--- src/rtl/cache_fill_fsm_pkg.sv ---
// Shared cache constants and fill-engine state encoding used by the miss
// handler and its counters.
package cache_fill_fsm_pkg;

  localparam int BLOCK_WORDS = 8;
  localparam int BLOCK_OFF_W = 3;
  localparam int BYTE_OFF_W  = 1;
  localparam int TAG_LSB     = BLOCK_OFF_W + BYTE_OFF_W;
  localparam int CNT_W       = BLOCK_OFF_W + 1;

  typedef enum logic {
    ST_IDLE = 1'b0,
    ST_FILL = 1'b1
  } fill_state_t;

  // Mask keeping only the tag/index field [ADDR_W-1:TAG_LSB] of a byte address.
  function automatic logic [15:0] tagMask16();
    return {{(16 - TAG_LSB){1'b1}}, {TAG_LSB{1'b0}}};
  endfunction

endpackage

--- src/rtl/cache_fill_fsm_counter.sv ---
// Saturating up-counter with synchronous clear and enable, used to track
// issued requests and accepted responses of one block fill.
module fill_counter
  import cache_fill_fsm_pkg::*;
#(
  parameter int W   = CNT_W,
  parameter int MAX = BLOCK_WORDS
) (
  input  logic         clk,
  input  logic         rst_n,
  input  logic         i_clear,
  input  logic         i_enable,
  output logic [W-1:0] o_count
);

  logic [W-1:0] r_count;

  // Holds at MAX so an over-eager enable can never wrap back to word zero.
  always_ff @(posedge clk) begin
    if (!rst_n) begin
      r_count <= '0;
    end else if (i_clear) begin
      r_count <= '0;
    end else if (i_enable && (r_count != W'(MAX))) begin
      r_count <= r_count + 1'b1;
    end
  end

  assign o_count = r_count;

endmodule

--- src/rtl/cache_fill_fsm.sv ---
// Cache miss fill engine: fetches one block from pipelined main memory, writes
// each returned word into the data array and the tag entry with the last word.
module cache_fill_fsm
  import cache_fill_fsm_pkg::*;
#(
  parameter int ADDR_W = 16,
  parameter int WORDS  = BLOCK_WORDS,
  parameter int OFF_W  = BLOCK_OFF_W
) (
  input  logic              clk,
  input  logic              rst_n,
  input  logic              miss_detected,
  input  logic [ADDR_W-1:0] miss_address,
  input  logic              mem_grant,
  input  logic              memory_data_valid,
  output logic              fsm_busy,
  output logic              read_req,
  output logic [ADDR_W-1:0] memory_address,
  output logic              write_data_array,
  output logic              write_tag_array,
  output logic [OFF_W-1:0]  fill_word
);

  localparam int LP_CNT_W   = OFF_W + 1;
  localparam int LP_TAG_LSB = OFF_W + BYTE_OFF_W;
  localparam logic [ADDR_W-1:0] LP_TAG_MASK =
    {{(ADDR_W - LP_TAG_LSB){1'b1}}, {LP_TAG_LSB{1'b0}}};

  fill_state_t         r_state;
  fill_state_t         w_nextState;
  logic [ADDR_W-1:0]   r_blockAddr;
  logic [LP_CNT_W-1:0] w_reqCnt;
  logic [LP_CNT_W-1:0] w_rspCnt;
  logic                w_start;
  logic                w_inFill;
  logic                w_issue;
  logic                w_accept;
  logic                w_lastWord;

  assign w_inFill   = (r_state == ST_FILL);
  assign w_start    = (r_state == ST_IDLE) && miss_detected;
  assign w_issue    = w_inFill && mem_grant && (w_reqCnt < LP_CNT_W'(WORDS));
  // Responses come back in request order, so only outstanding reads count.
  assign w_accept   = w_inFill && memory_data_valid && (w_rspCnt < w_reqCnt);
  assign w_lastWord = w_accept && (w_rspCnt == LP_CNT_W'(WORDS - 1));

  fill_counter #(.W(LP_CNT_W), .MAX(WORDS)) u_reqCounter (
    .clk      (clk),
    .rst_n    (rst_n),
    .i_clear  (w_start),
    .i_enable (w_issue),
    .o_count  (w_reqCnt)
  );

  fill_counter #(.W(LP_CNT_W), .MAX(WORDS)) u_rspCounter (
    .clk      (clk),
    .rst_n    (rst_n),
    .i_clear  (w_start),
    .i_enable (w_accept),
    .o_count  (w_rspCnt)
  );

  always_ff @(posedge clk) begin
    if (!rst_n) begin
      r_state <= ST_IDLE;
    end else begin
      r_state <= w_nextState;
    end
  end

  // Block-aligned base keeps word offsets from ever carrying into the tag.
  always_ff @(posedge clk) begin
    if (!rst_n) begin
      r_blockAddr <= '0;
    end else if (w_start) begin
      r_blockAddr <= miss_address & LP_TAG_MASK;
    end
  end

  always_comb begin
    w_nextState = r_state;
    case (r_state)
      ST_IDLE: if (miss_detected) w_nextState = ST_FILL;
      ST_FILL: if (w_lastWord)    w_nextState = ST_IDLE;
      default: w_nextState = ST_IDLE;
    endcase
  end

  always_comb begin
    fsm_busy         = 1'b0;
    read_req         = 1'b0;
    memory_address   = '0;
    write_data_array = 1'b0;
    write_tag_array  = 1'b0;
    fill_word        = '0;
    case (r_state)
      ST_IDLE: begin
        fsm_busy = miss_detected;
      end
      ST_FILL: begin
        fsm_busy         = 1'b1;
        read_req         = w_issue;
        memory_address   = r_blockAddr |
                           {{(ADDR_W - OFF_W - 1){1'b0}}, w_reqCnt[OFF_W-1:0], 1'b0};
        write_data_array = w_accept;
        write_tag_array  = w_lastWord;
        fill_word        = w_accept ? w_rspCnt[OFF_W-1:0] : '0;
      end
      default: begin
        fsm_busy = 1'b0;
      end
    endcase
  end

endmodule

--- config.mk ---
export PLATFORM = sky130hd
export DESIGN_NAME = cache_fill_fsm
export DESIGN_NICKNAME = d
export VERILOG_FILES = /design/src/rtl/cache_fill_fsm_pkg.sv /design/src/rtl/cache_fill_fsm_counter.sv /design/src/rtl/cache_fill_fsm.sv
export SDC_FILE = /design/constraint.sdc
export NUM_CORES = 1
export LEC_CHECK = 0
export CORE_MARGIN = 2
export CORE_UTILIZATION = 46
export CTS_CLUSTER_DIAMETER = 30
export DETAILED_ROUTE_END_ITERATION = 10
export GPL_ROUTABILITY_DRIVEN = 0
export PLACE_DENSITY = 0.83
export SLEW_MARGIN = 20
export SYNTH_ARGS = -nofsm -noshare
export SYNTH_HDL_FRONTEND = slang
export SYNTH_SLANG_ARGS = --single-unit
export TNS_END_PERCENT = 5
--- constraint.sdc ---
create_clock -name clk -period 5.2 [get_ports clk]
set_input_delay 1.56 -clock clk [delete_from_list [all_inputs] [get_ports clk]]
set_output_delay 1.56 -clock clk [all_outputs]
set_load 0.005 [all_outputs]
==> impl_metrics.py, run 1 <==
metrics = {
    "status": {
        "status": "complete, no violations",
    },
    "setup_path": {
        "crit_chain": "clkdlybuf4s50_1 > nand3b_4 > a21o_2 > nor2_1 > and4_2 > clkdlybuf4s50_1",
        "required_ns": 3.64,
        "cp_top_family": "buffers and inverters",
        "worst_ep_arrival_time_ns": 3.32,
        "crit_slowest_cell": "clkdlybuf4s50_1",
        "end_kind": "primary output",
        "worstSetupPathType": "input pin to primary output",
        "crit_buf_inv": 2,
        "start_kind": "input pin",
        "crit_fanout": 5,
        "max_stage_delay_ns": 0.50,
        "crit_top_cell": "clkdlybuf4s50_1",
    },
    "layout": {
        "fin_util_pct": 64.0,
        "fillers": 219,
        "regArea_um2": 420,
        "diodes": 0,
        "area_growth_pct": 35.2,
        "multi_input_area_um2": 658,
        "layout-drive-gt1-share_pct": 7.56,
        "design_area_um2": 1560,
        "nets": 201,
    },
    "timing": {
        "setup_viol": 0,
        "fin_skew_ns": 0.0127,
        "period_minus_slack_ns": 4.88,
        "worst_slew_pin_slew_ns": 0.625,
        "finalHoldViolCount": 0,
        "rsz0062_at_grt": "false",
        "tns_ns": 0,
        "fmax_ghz": 0.205,
        "slew_violations": 0,
        "post-route-period-util_pct": 93.9,
        "slew_headroom_pct": 58.1,
    },
    "route": {
        "viasPerCell": 5.02,
        "drtIter0Drc": 15,
        "num_vias": 1014,
        "first_pass_iters": 4,
        "drtAntennaViolNets": 0,
        "wl_um": 2550,
        "drc_errors": 0,
        "wl_per_cell_um": 12.6,
    },
    "placement": {
        "dpl_cell_area_um2": 1530,
        "dp.final_hpwl_um": 1840,
        "io_buffers": 38,
    },
    "die": {
        "initial_core_util_pct": 47.3,
        "die_y_um": 54.0,
        "die_x_um": 54.0,
        "core-area_um2": 2430,
        "ioPinCount": 44,
        "dieArea_um2": 2920,
        "rows": 18,
    },
    "clock_tree": {
        "cts_tree": "built",
        "ctsRootBufferMaster": "clkbuf_4",
        "cts_buffers": 3,
        "postCtsHoldBufs": 0,
        "postCtsSetupBuffers": 0,
        "h-tree-depth": 1,
        "clk_pin_slew_ns": 0.13,
        "insertion_delay_ns": 0.31,
        "postCtsResizedCells": 0,
        "clockBufferDepth": 2,
        "cts.sinks": 21,
    },
    "grt": {
        "grt_usage_pct": 19.4,
        "grt_max_degree": 21,
        "grt_pass1_vias": 967,
        "grt_pass1_wl_um": 4110,
        "antenna_found_initial": 0,
        "gr-total-overflow": 0,
    },
    "hold_path": {
        "hold_class": "register to register",
    },
    "logic_synthesis": {
        "synth_cell_type_count": 37,
        "synth_edf_count": 0,
        "synth.most_common_cell": "nand2_1",
        "async_reset_ff_share_pct": 0,
        "syn_avg_cell_area_um2": 8.28,
        "synth_cells": 139,
        "yosys.area.top_type": "dfxtp_1",
        "syn_nets": 167,
        "ys_warn_count": 0,
        "synthFlopType": "dfxtp_1",
        "synthesis.area_um2": 1150,
        "yosys-top-cells-count": "nand2_1, dfxtp_1, and2_1",
        "ys_seq_elements": 21,
        "ys_top_cells_by_area": "dfxtp_1, nand2_1, a21boi_0, ha_1, and2_1",
        "synth.top_cell.area_share_pct": 36.5,
        "synth-seq-area-share_pct": 36.5,
    },
    "power": {
        "p_leak_nw": 0.589,
        "powerDensity_nw_per_um2": 193,
        "worst_ir_drop_vdd_v": 0.000157,
    },
    "job": {
        "maxCapViolations": 0,
    },
}
-- layout by cell type (no fill, tap or decap), types with 2 or more instances in the layout --
cell	instances
clkbuf_4	3
and3b_1	2
ha_1	7
and2_1	13
nor2_1	5
nand2_1	27
dfxtp_1	21
nor3_1	4
and2_2	3
xnor2_1	2
clkdlybuf4s50_1	38
mux2i_1	2
a21boi_0	12
inv_1	8
nand3_1	4
-- sequential cells by signal, summed over array words and instances, names as in the netlist --
| register | count |
|---|---|
| u_reqCounter.o_count | 4 |
| r_state | 1 |
| r_blockAddr | 12 |
| u_rspCounter.o_count | 4 |
-- through the flow --
step	power [mW]	hold slack (ns)	setup slack [ns]	std cells
final	0.300	0.471	0.317	202
after global routing	0.314	0.504	0.265	202
after CTS	0.304	0.475	0.318	202
after detailed placement	0.221	0.456	0.321	198
after global placement	0.220	0.449	0.357	198
after floorplan	0.198	0.439	1.38	139
-- where the power goes --
group          switching, mW  internal (mW)
Sequential           0.00591          0.167
Clock                 0.0527         0.0293
Combinational         0.0188         0.0259
-- tightest hold or removal path, stage by stage (launching register included) --
cell and delay, ns:
dfxtp_1 0.33, nand2_1 0.04, a21boi_0 0.06
-- layout make-up --
cell class | instances | share of cell area (%)
flip-flops and latches | 21 | 27.0
repair buffers | 38 | 24.4
clock inverters | 1 | 0.482
clock buffers | 3 | 1.45
inverters | 8 | 1.93
multi-input cells | 101 | 42.3
well taps | 30 | 2.41
-- metal layers --
layer  vias up  part of all wire, %  wire length (um)  GRT usage (%)
li1        522                    -                 -              -
met1       467                   44              1140           23.0
met2        25                   50              1270           33.7
met3         0                  5.6               144           5.28
met4         0                    0                 0           6.25
met5         -                    0                 0              0
-- kinds of logic (layout without fill, tap and decap cells) --
family	after synthesis	count (layout)	share of synthesized area, %
adder cells (fa/ha/maj)	7	7	7.61
XOR/XNOR	2	2	1.52
AO/OA/AOI/OAI	20	20	12.8
flip-flops	21	21	36.5
multiplexers	3	3	2.72
AND/OR/NAND/NOR	68	68	32.2
other	1	1	0.326
buffers and inverters	17	50	6.30
-- worst paths after layout --
kind,slack (ns),endpoint,cells after the start,start
worst min register to register,0.47,r_blockAddr[9],2,r_blockAddr[9]
worst min-delay path,0.47,r_blockAddr[9],2,r_blockAddr[9]
worst max-delay path,0.32,write_tag_array,6,memory_data_valid
worst max register to register,2.81,u_rspCounter.o_count[1],4,r_state
Power figures use the tool's default switching activity.
==> run 2: changes to the inputs <==
ABC_AREA = 1   (was unset)
CORE_UTILIZATION = 47   (was 46)
GPL_ROUTABILITY_DRIVEN = 1   (was 0)
PLACE_DENSITY = 0.84   (was 0.83)
==> impl_metrics.py, run 2 <==
metrics = {
    "status": {
        "status": "complete, no violations",
    },
    "die": {
        "core-area_um2": 2430,
        "rows": 18,
        "dieArea_um2": 2950,
        "die_y_um": 54.3,
        "ioPinCount": 44,
        "die_x_um": 54.3,
        "initial_core_util_pct": 48.9,
    },
    "timing": {
        "worst_slew_pin_slew_ns": 0.791,
        "tns_ns": 0,
        "finalHoldViolCount": 0,
        "slew_headroom_pct": 47.2,
        "rsz0062_at_grt": "false",
        "period_minus_slack_ns": 4.63,
        "post-route-period-util_pct": 89.1,
        "fin_skew_ns": 0.00139,
        "fmax_ghz": 0.216,
        "slew_violations": 0,
        "setup_viol": 0,
    },
    "grt": {
        "gr-total-overflow": 0,
        "grt_usage_pct": 18.8,
        "grt_pass1_wl_um": 4060,
        "grt_max_degree": 20,
        "antenna_found_initial": 0,
        "grt_pass1_vias": 981,
    },
    "power": {
        "powerDensity_nw_per_um2": 195,
        "worst_ir_drop_vdd_v": 0.000164,
        "p_switching_mw": 0.0843,
        "p_int_mw": 0.227,
        "p_comb_share_pct": 17.8,
        "clkPwrFrac_pct": 25.2,
        "seqPwrFrac_pct": 57.0,
        "switching_share_pct": 27.0,
        "p_leak_nw": 0.788,
        "power.total_mw": 0.312,
    },
    "setup_path": {
        "end_kind": "primary output",
        "worst_ep_arrival_time_ns": 3.07,
        "r2r_cells": 4,
        "r2r_slack_ns": 3.56,
        "start_kind": "input pin",
        "worstSetupPathType": "input pin to primary output",
        "required_ns": 3.64,
        "crit_fanout": 7,
    },
    "logic_synthesis": {
        "synth-seq-area-share_pct": 35.4,
        "synthFlopType": "dfxtp_1",
        "synthesis.area_um2": 1190,
        "syn_nets": 202,
        "synth_edf_count": 0,
        "ys_top_cells_by_area": "dfxtp_1, inv_1, nand2_1, nor2_1, ha_1",
        "syn_avg_cell_area_um2": 6.83,
        "ys_seq_elements": 21,
        "ys_warn_count": 0,
        "synth_cells": 174,
        "async_reset_ff_share_pct": 0,
        "yosys.area.top_type": "dfxtp_1",
        "synth_cell_type_count": 25,
        "yosys-top-cells-count": "inv_1, nand2_1, nor2_1",
        "synth.most_common_cell": "inv_1",
        "synth.top_cell.area_share_pct": 35.4,
    },
    "clock_tree": {
        "clockBufferDepth": 2,
        "insertion_delay_ns": 0.30,
        "postCtsResizedCells": 0,
        "postCtsSetupBuffers": 0,
        "cts.sinks": 21,
        "h-tree-depth": 1,
        "clk_pin_slew_ns": 0.12,
        "ctsRootBufferMaster": "clkbuf_4",
        "postCtsHoldBufs": 0,
        "cts_buffers": 3,
        "cts_tree": "built",
    },
    "layout": {
        "mostFrequentLayoutCells": "clkdlybuf4s50_1, inv_1, nand2_1, nor2_1, dfxtp_1",
        "layout-drive-gt1-share_pct": 7.14,
        "final_common_cell": "clkdlybuf4s50_1",
        "area_growth_pct": 34.3,
        "nets": 239,
        "diodes": 0,
        "largest_reg_flops": 12,
        "largest-register": "r_blockAddr",
        "fin_util_pct": 65.6,
        "fillers": 207,
    },
    "hold_path": {
        "hold_class": "register to register",
        "hold-path-cell-count": 2,
    },
    "route": {
        "drtAntennaViolNets": 0,
        "num_vias": 1127,
        "viasPerCell": 4.70,
        "drc_errors": 0,
        "drtIter0Drc": 12,
        "wl_per_cell_um": 10.6,
        "wl_um": 2550,
        "first_pass_iters": 4,
    },
    "placement": {
        "place_congestion": 0.852,
        "dp.final_hpwl_um": 1950,
        "io_buffers": 38,
    },
    "job": {
        "maxCapViolations": 0,
    },
}
## run 2: cell count changes after synthesis, moves of 4 or more
cell      previous run  this run
a21boi_0            12         0
a21oi_1              1         5
and2_1              13         0
clkbuf_1             6         1
inv_1                8        36
nand2_1             27        31
nand4_1              1         5
nor2_1               5        31
o21ai_0              1        12
## run 2: path summary, 6_finish.rpt
check / from / to
setup reg to reg: r_state / r_blockAddr[12]
setup / recovery: memory_data_valid / write_tag_array
hold / removal: u_reqCounter.o_count[3] / u_reqCounter.o_count[3]
hold reg to reg: u_reqCounter.o_count[3] / u_reqCounter.o_count[3]
## run 2: cell type report
cell class,count,area (um^2),share of cell area [%]
Clock inverter,1,5.00,0.313
Inverter,38,143,8.93
Timing Repair Buffer,38,380,23.8
Clock buffer,3,22.5,1.41
Sequential cell,21,420,26.3
Tap cell,30,37.5,2.35
Multi-Input combinational cell,109,588,36.8
## run 2: cells by family after synthesis
| group | Yosys count | share of synthesized area (%) |
|---|---|---|
| buffers and inverters | 44 | 15.2 |
| DFF | 21 | 35.4 |
| adders and majority gates | 7 | 7.37 |
| AOI/OAI and AO/OA | 19 | 8.21 |
| and+or+nand+nor | 82 | 33.6 |
| other | 1 | 0.315 |
## run 2: stage by stage
step	instances	setup slack (ns)	area, um^2	hold WS [ns]
after global routing	240	0.464	1600	0.556
after global placement	236	0.563	1570	0.480
after floorplan	174	1.63	1190	0.460
after CTS	240	0.552	1600	0.524
final	240	0.567	1600	0.519
after detailed placement	236	0.555	1570	0.500
## run 2: worst max-delay path, stage by stage
cell	delay, ns
clkdlybuf4s50_1	0.50
nand3_4	0.10
nor2_8	0.18
nand2_4	0.08
inv_2	0.06
nand2_2	0.04
inv_1	0.04
clkdlybuf4s50_1	0.49
## run 2: power groups by stage
stage	clock network, mW	logic, mW	registers, mW
floorplan	0	0.0334	0.176
global placement	0	0.0541	0.180
detailed placement	0	0.0554	0.181
CTS	0.0813	0.0559	0.177
global route	0.0895	0.0619	0.179
finish	0.0785	0.0556	0.178
## run 2: per-layer routing
metal  vias up  GRT usage, %  share of wire (%)
li1        593             -                  -
met1       495          23.4                 44
met5         -             0                  0
met4         0          5.00               0.78
met3         3          3.55                5.5
met2        36          32.9                 50
